`src/rtl/phase_det_seq.sv`:
```
// Measurement sequencer for phase_det: enable, discard settling samples, accumulate, present sum.
// Latency: result valid the cycle after the final sample strobe, or after the watchdog expires.
// Backpressure: the result is held in OUT until i_ready; strobes and starts are ignored meanwhile.
module phase_det_seq #(
    parameter int TIC_BITS  = 9,
    parameter int NAVG_BITS = 8,
    parameter int DISCARD   = 2,
    parameter int TMO_BITS  = 16
) (
    input  logic                          i_clk,
    input  logic                          i_rst_n,
    input  logic                          i_start,
    input  logic                          i_abort,
    input  logic                          i_mode_slow,
    input  logic [NAVG_BITS-1:0]          i_navg,
    output logic                          o_pd_en,
    output logic                          o_pd_eclk2_slow,
    input  logic [TIC_BITS-1:0]           i_pd_count,
    input  logic                          i_pd_count_rdy,
    output logic [TIC_BITS+NAVG_BITS-1:0] o_sum,
    output logic [NAVG_BITS-1:0]          o_nsamp,
    output logic                          o_timeout,
    output logic                          o_valid,
    input  logic                          i_ready,
    output logic                          o_busy
);

    localparam int SUM_BITS = TIC_BITS + NAVG_BITS;

    localparam logic [1:0] ST_IDLE   = 2'd0;
    localparam logic [1:0] ST_SETTLE = 2'd1;
    localparam logic [1:0] ST_ACCUM  = 2'd2;
    localparam logic [1:0] ST_OUT    = 2'd3;

    // Expiry fires on the strobe-less cycle that would bring the watchdog to all-ones.
    localparam logic [TMO_BITS-1:0] WDOG_LAST = {TMO_BITS{1'b1}} - 1'b1;
    localparam logic [3:0]          DISC_LAST = 4'(DISCARD - 1);

    logic [1:0]           state;
    logic [3:0]           disc_cnt;
    logic [NAVG_BITS-1:0] navg_lat;
    logic [TMO_BITS-1:0]  wdog;
    logic                 expire;

    assign expire = (wdog == WDOG_LAST) && !i_pd_count_rdy;
    assign o_busy = (state != ST_IDLE);

    always_ff @(posedge i_clk or negedge i_rst_n) begin
        if (!i_rst_n) begin
            state           <= ST_IDLE;
            disc_cnt        <= '0;
            navg_lat        <= '0;
            wdog            <= '0;
            o_pd_en         <= 1'b0;
            o_pd_eclk2_slow <= 1'b0;
            o_sum           <= '0;
            o_nsamp         <= '0;
            o_timeout       <= 1'b0;
            o_valid         <= 1'b0;
        end else if (state != ST_IDLE && i_abort) begin
            state           <= ST_IDLE;
            o_pd_en         <= 1'b0;
            o_pd_eclk2_slow <= 1'b0;
            o_valid         <= 1'b0;
        end else begin
            case (state)
                ST_IDLE: begin
                    if (i_start && !i_abort) begin
                        state           <= (DISCARD == 0) ? ST_ACCUM : ST_SETTLE;
                        o_pd_en         <= 1'b1;
                        o_pd_eclk2_slow <= i_mode_slow;
                        navg_lat        <= (i_navg == '0) ? NAVG_BITS'(1) : i_navg;
                        o_sum           <= '0;
                        o_nsamp         <= '0;
                        o_timeout       <= 1'b0;
                        disc_cnt        <= '0;
                        wdog            <= '0;
                    end
                end
                ST_SETTLE: begin
                    if (i_pd_count_rdy) begin
                        wdog     <= '0;
                        disc_cnt <= disc_cnt + 4'd1;
                        if (disc_cnt == DISC_LAST) begin
                            state <= ST_ACCUM;
                        end
                    end else if (expire) begin
                        state     <= ST_OUT;
                        o_timeout <= 1'b1;
                        o_valid   <= 1'b1;
                        o_pd_en   <= 1'b0;
                    end else begin
                        wdog <= wdog + 1'b1;
                    end
                end
                ST_ACCUM: begin
                    if (i_pd_count_rdy) begin
                        wdog    <= '0;
                        o_sum   <= o_sum + SUM_BITS'(i_pd_count);
                        o_nsamp <= o_nsamp + 1'b1;
                        if (o_nsamp == navg_lat - 1'b1) begin
                            state   <= ST_OUT;
                            o_valid <= 1'b1;
                            o_pd_en <= 1'b0;
                        end
                    end else if (expire) begin
                        state     <= ST_OUT;
                        o_timeout <= 1'b1;
                        o_valid   <= 1'b1;
                        o_pd_en   <= 1'b0;
                    end else begin
                        wdog <= wdog + 1'b1;
                    end
                end
                ST_OUT: begin
                    if (i_ready) begin
                        state           <= ST_IDLE;
                        o_valid         <= 1'b0;
                        o_pd_eclk2_slow <= 1'b0;
                    end
                end
                default: state <= ST_IDLE;
            endcase
        end
    end

endmodule

```
`config.mk`:
```
export PLATFORM = sky130hd
export DESIGN_NAME = phase_det_seq
export DESIGN_NICKNAME = d
export VERILOG_FILES = /design/src/rtl/phase_det_seq.sv
export SDC_FILE = /design/constraint.sdc
export NUM_CORES = 1
export LEC_CHECK = 0
export ABC_AREA = 1
export CAP_MARGIN = 20
export CORE_UTILIZATION = 45
export DETAILED_ROUTE_END_ITERATION = 7
export PLACE_DENSITY = 0.76
export SKIP_CTS_REPAIR_TIMING = 1
export SLEW_MARGIN = 20
export SYNTH_ARGS = -nofsm -noshare
export SYNTH_HDL_FRONTEND = slang
export SYNTH_SLANG_ARGS = --single-unit
```
`constraint.sdc`:
```
create_clock -name i_clk -period 3.6 [get_ports i_clk]
set_input_delay 0.54 -clock i_clk [delete_from_list [all_inputs] [get_ports i_clk]]
set_output_delay 0.54 -clock i_clk [all_outputs]
set_load 0.1 [all_outputs]
```
==> flow_metrics.tcl, run 1 <==
set metrics [dict create \
    status "finished clean" \
    htree_num_levels 3 \
    startpoint "state[0]" \
    final_common_cell "nand2_1" \
    r2r_start "state[0]" \
    area_delta_synth_final_pct 22.1 \
    power_density_mw_per_mm2 624 \
    netlist_instances 518 \
    final-hold-violation-count 0 \
    cts_tree "built" \
    via_count 3675 \
    antennaDiodeCount 0 \
    ys_ff_latch 59 \
    fin_tns_setup_ns 0 \
    clock_latency_ns 0.34 \
    yosys_warnings 0 \
    preCtsSetupSlack_ns 0.680 \
    drive_gt1_frac 0.0498 \
    startpoint_type "flip-flop" \
    final_cell_mix "nand2_1, inv_1, dfrtp_1" \
    fillers 774 \
    post-route-min-period_ns 2.70 \
    worstMarginPinSlew_ns 0.987 \
    critPathKind "reg2reg" \
    cts_made_buffers 9 \
    ant_nets 0 \
    root_buffer "clkbuf_8" \
    grt_max_degree 48 \
    required_ns 3.85 \
    finalClockSkew_ns 0.0163 \
    final_util 0.567 \
    gp_congestion 0.884 \
    clkTransAtPathRegs_ns 0.08 \
    cap_viol_max_count 0 \
    r2r_end "o_nsamp[7]" \
    grt_pass1_wl_um 15800 \
    post-route-period-util 0.749 \
    synthTopCellsByArea "dfrtp_1, nand2_1, ha_1" \
    die_h_um 93.9 \
    synth_edf_count 0 \
    synth_top_area_frac 0.389 \
    io_buffers 53 \
    irDropWorstVdd_mv 0.446 \
    r2r_setup_slack_ns 0.90 \
    fmax_ghz 0.371 \
    final_nets 622 \
    crit_path_end_kind "flip-flop" \
    rsz0062_at_grt "no" \
    wl_um 9150 \
    max_slew_margin 0.340 \
    yosys.area.top_type "dfrtp_1" \
    firstDrtPassIters 4 \
    final_area_mm2 0.00464 \
    wl_per_cell_um 13.3 \
    start_util 0.465 \
    vias_per_cell 5.35 \
    hold_slack_ns 0.205 \
    ff2ff_path_depth 10 \
    grt_pass1_vias 3532 \
    drc 0 \
    drv_slew 0 \
    synth_area_per_cell_um2 7.34 \
    die_w_um 93.9 \
    cp_max_fo 16 \
    die_area_mm2 0.00882 \
    design.core.area_mm2 0.00818 \
    clock_tree.buffer_depth 2 \
    finalSetupViolations 0 \
    worstPathArrival_ns 2.94 \
    yosysSeqAreaShare 0.389 \
    rows 33 \
    drt_iter0_drc 157 \
    ios 54 \
    hold_path_class "in2async" \
    dpl_cell_area_mm2 0.00443 \
    yosysUniqueCellTypes 38 \
    leakage_nw 2.12 \
    grtUsageTotal 0.229 \
    ys.flop_type "dfrtp_1" \
    async_flop_share 1.00 \
    syn_nets 563 \
    syn-cell-area_mm2 0.00380 \
    overflow 0 \
    antenna_found_initial 0 \
    clkSinkCount 59 \
    hpwl_um 6800 \
    setup_ws_ns 0.904 \
]
-- metal layers --
layer / up-vias / share of wire / GRT usage
met5: - / 0 / 0
met4: 0 / 0.015 / 0.0897
met3: 13 / 0.036 / 0.0372
met2: 71 / 0.48 / 0.374
met1: 1749 / 0.47 / 0.302
li1: 1842 / - / -
-- state kept, by name, indices dropped and copies added, names as in the netlist --
name,cells
o_sum,17
wdog,16
navg_lat,8
o_nsamp,8
disc_cnt,4
state,2
o_pd_eclk2_slow,1
o_pd_en,1
o_timeout,1
o_valid,1
-- through the flow --
stage | cells | power, mW
CTS | 687 | 2.90
floorplan | 518 | 1.93
global route | 687 | 3.11
finish | 687 | 2.89
detailed placement | 671 | 2.26
global placement | 671 | 2.23
-- cell type report --
cell class / instances / area (µm²) / share of cell area
multi-input combinational: 385 / 2040 / 0.439
inverter: 68 / 255 / 0.0550
tap: 105 / 131 / 0.0283
clock inverter: 1 / 30.0 / 0.00647
clock buffer: 15 / 176 / 0.0380
sequential: 59 / 1480 / 0.318
timing repair buffer: 54 / 533 / 0.115
-- where the power goes --
part	leakage [nW]	total, mW	switching, mW	internal, mW
registers	0.800	0.904	0.125	0.778
clock network	0.104	0.638	0.260	0.378
logic	1.22	1.35	0.952	0.400
-- cells by family after synthesis --
| group | synth area share |
|---|---|
| and+or+nand+nor | 0.281 |
| AOI/OAI and AO/OA | 0.156 |
| buffers and inverters | 0.0757 |
| DFF | 0.389 |
| adders and majority gates | 0.0711 |
| xor gates and xnor gates | 0.0277 |
-- cell usage after synthesis, types with 2 or more instances --
master,number
xor2_1,9
xnor2_1,3
nand2_2,2
a21oi_1,44
o21ai_0,26
nand4_1,9
inv_1,62
dfrtp_1,59
o21ai_1,9
nor4_1,2
nand3b_1,2
inv_2,6
o22ai_1,6
clkbuf_1,2
a31oi_1,3
o31ai_1,5
nor3_1,14
buf_2,2
ha_1,20
nand2_1,122
a2bb2oi_1,2
nand3_1,41
nor3b_1,2
o21bai_1,5
nor2_1,48
-- how the worst max path moves through the flow --
| stage | end | slack, ns | cells past startpoint |
|---|---|---|---|
| floorplan | o_sum[11] | 1.05 | 11 |
| global placement | o_nsamp[7] | 0.82 | 10 |
| detailed placement | o_nsamp[7] | 0.68 | 10 |
| CTS | o_nsamp[7] | 0.89 | 10 |
| global route | o_nsamp[7] | 0.63 | 10 |
| finish | o_nsamp[7] | 0.90 | 10 |
-- worst max-delay path, cell delays in order (launching register included) --
cell and delay (ns):
dfrtp_1 0.41, inv_1 0.14, ha_1 0.29, nand3_1 0.39, o21ai_1 0.27, nand2_2 0.25
inv_2 0.25, nand2_1 0.13, nor2_2 0.17, a31oi_1 0.10, nor3b_1 0.20
Note: power is estimated with default switching activity, not from simulation.
==> inputs of run 2 (changes only) <==
==> constraint.sdc (replaced) <==
create_clock -name i_clk -period 2.8 [get_ports i_clk]
set_input_delay 0.42 -clock i_clk [delete_from_list [all_inputs] [get_ports i_clk]]
set_output_delay 0.42 -clock i_clk [all_outputs]
set_load 0.1 [all_outputs]
==> run 2 against run 1 <==
  * Sequential power is 28% higher
  * Clock skew is 0.0047 ns lower
  * Utilization is 0.31 points lower
  * Critical endpoint unchanged
  * Largest power group unchanged
  * Highest routed layer unchanged
==> flow_metrics.tcl, run 2 (synthesis gave the netlist of run 1 again) <==
set metrics [dict create \
    die_w_um 93.9 \
    startpoint_type "flip-flop" \
    rows 33 \
    pwr-share-clk 0.238 \
    grtUsageTotal 0.228 \
    dp.cells 675 \
    die_area_mm2 0.00882 \
    finalSetupViolations 0 \
    cpMaxStageDelayCell "dfrtp_1" \
    ant_nets 0 \
    grt_pass1_vias 3488 \
    final_nets 626 \
    worstMarginPinSlew_ns 0.648 \
    cap_viol_max_count 0 \
    clock_tree.buffer_depth 2 \
    clkSinkCount 59 \
    start_util 0.465 \
    required_ns 3.06 \
    vias_per_cell 5.40 \
    htree_num_levels 3 \
    clock_latency_ns 0.35 \
    root_buffer "clkbuf_8" \
    gp_congestion 0.931 \
    cp_max_fo 12 \
    via_count 3728 \
    irDropWorstVdd_mv 0.407 \
    drive_gt1_frac 0.111 \
    fin_tns_setup_ns 0 \
    hold_path_class "in2async" \
    status "finished clean" \
    critPathKind "reg2reg" \
    worst_path_largest_cell_delay_ns 0.40 \
    area_delta_synth_final_pct 21.4 \
    final_area_mm2 0.00461 \
    top_regs "o_sum (17), wdog (16)" \
    leakage_nw 2.20 \
    grt_pass1_wl_um 15700 \
    final_cell_mix "nand2_1, inv_1, dfrtp_1" \
    die_h_um 93.9 \
    dpl_cell_area_mm2 0.00439 \
    ios 54 \
    p_int_mw 2.04 \
    final-hold-violation-count 0 \
    clkTransAtPathRegs_ns 0.08 \
    overflow 0 \
    cpLargestDelayFamily "simple AND/OR/NAND/NOR gates" \
    largest_reg_flops 17 \
    max_slew_margin 0.568 \
    antenna_found_initial 0 \
    firstDrtPassIters 5 \
    grt_max_degree 30 \
    setup_ws_ns 0.521 \
    fmax_ghz 0.439 \
    crit_path_end_kind "flip-flop" \
    wl_um 9130 \
    preCtsSetupSlack_ns 0.346 \
    switchingPower_mw 1.76 \
    switching_share 0.464 \
    drv_slew 0 \
    io_buffers 53 \
    antennaDiodeCount 0 \
    cts_tree "built" \
    drt_iter0_drc 105 \
    worstPathArrival_ns 2.54 \
    finalClockSkew_ns 0.0116 \
    design.core.area_mm2 0.00818 \
    hpwl_um 6980 \
    stdcell_count 691 \
    post-route-min-period_ns 2.28 \
    power_density_mw_per_mm2 824 \
    path_buf_inv 3 \
    seq_power_share 0.305 \
    drc 0 \
    rsz0062_at_grt "no" \
    wl_per_cell_um 13.2 \
    crit_chain "inv_1 > ha_1 > inv_1 > nand2_1 > o21ai_1 > nand2_2 > inv_2 > nand2_1 > nor2_2 > a31oi_1 > nor3b_1" \
    post-route-period-util 0.814 \
    regMostFlops "o_sum" \
    p_comb_frac 0.457 \
    cts_made_buffers 9 \
    final_common_cell "nand2_1" \
]
## run 2: cell types whose count changed in the layout (fill, tap and decap cells not counted), sizes merged
cell / delta
clkdlybuf4s50: -29
buf: +33
bufinv: +1
clkinvlp: +2
clkinv: +2
clkbuf: -5
## run 2: worst register-to-register path: cells and delay by family, from the launching register on
| family | cells | cell delay [ns] |
|---|---|---|
| AOI/OAI and AO/OA | 2 | 0.32 |
| and+or+nand+nor | 5 | 0.76 |
| buffers and inverters | 3 | 0.42 |
| adders and majority gates | 1 | 0.29 |
| DFF | 1 | 0.40 |
## run 2: final cells by class
type                            count  area [µm²]
Sequential cell                    59        1480
Timing Repair Buffer               58         488
Clock inverter                      6        88.8
Inverter                           68         255
Multi-Input combinational cell    385        2040
Tap cell                          105         131
Fill cell                         766        3560
Clock buffer                       10         138
## run 2: path summary, 6_finish.rpt
| path | cells past startpoint | startpoint | slack, ns | endpoint |
|---|---|---|---|---|
| max | 11 | state[0] | 0.52 | o_nsamp[7] |
| min in group i_clk | 2 | navg_lat[1] | 0.51 | navg_lat[1] |
| min reg2reg | 2 | navg_lat[1] | 0.51 | navg_lat[1] |
| max in group asynchronous | 2 | i_rst_n | 2.01 | wdog[0] |
| max reg2reg | 11 | state[0] | 0.52 | o_nsamp[7] |
| min | 1 | i_rst_n | 0.08 | o_sum[8] |
## run 2: stage by stage
step           utilization  total power [mW]  hold WS (ns)
2_1_floorplan            -              2.49         0.124
3_3_place_gp         0.537              2.86         0.473
3_5_place_dp         0.537              2.90         0.485
4_1_cts              0.564              3.81        0.0999
5_1_grt              0.564              4.08         0.128
6_report             0.564              3.80        0.0829
## run 2: routing by layer
layer	up-vias	part of all wire	GRT usage
met5	-	0	0
met1	1781	0.46	0.292
met2	77	0.48	0.380
li1	1852	-	-
met4	0	0.019	0.0821
met3	18	0.037	0.0445
## run 2: power by group through the flow
stage,clock (mW),sequential (mW),combinational [mW]
global placement,0,1.17,1.69
global route,0.952,1.19,1.94
finish,0.904,1.16,1.74
CTS,0.913,1.16,1.74
detailed placement,0,1.18,1.73
floorplan,0,1.46,1.03
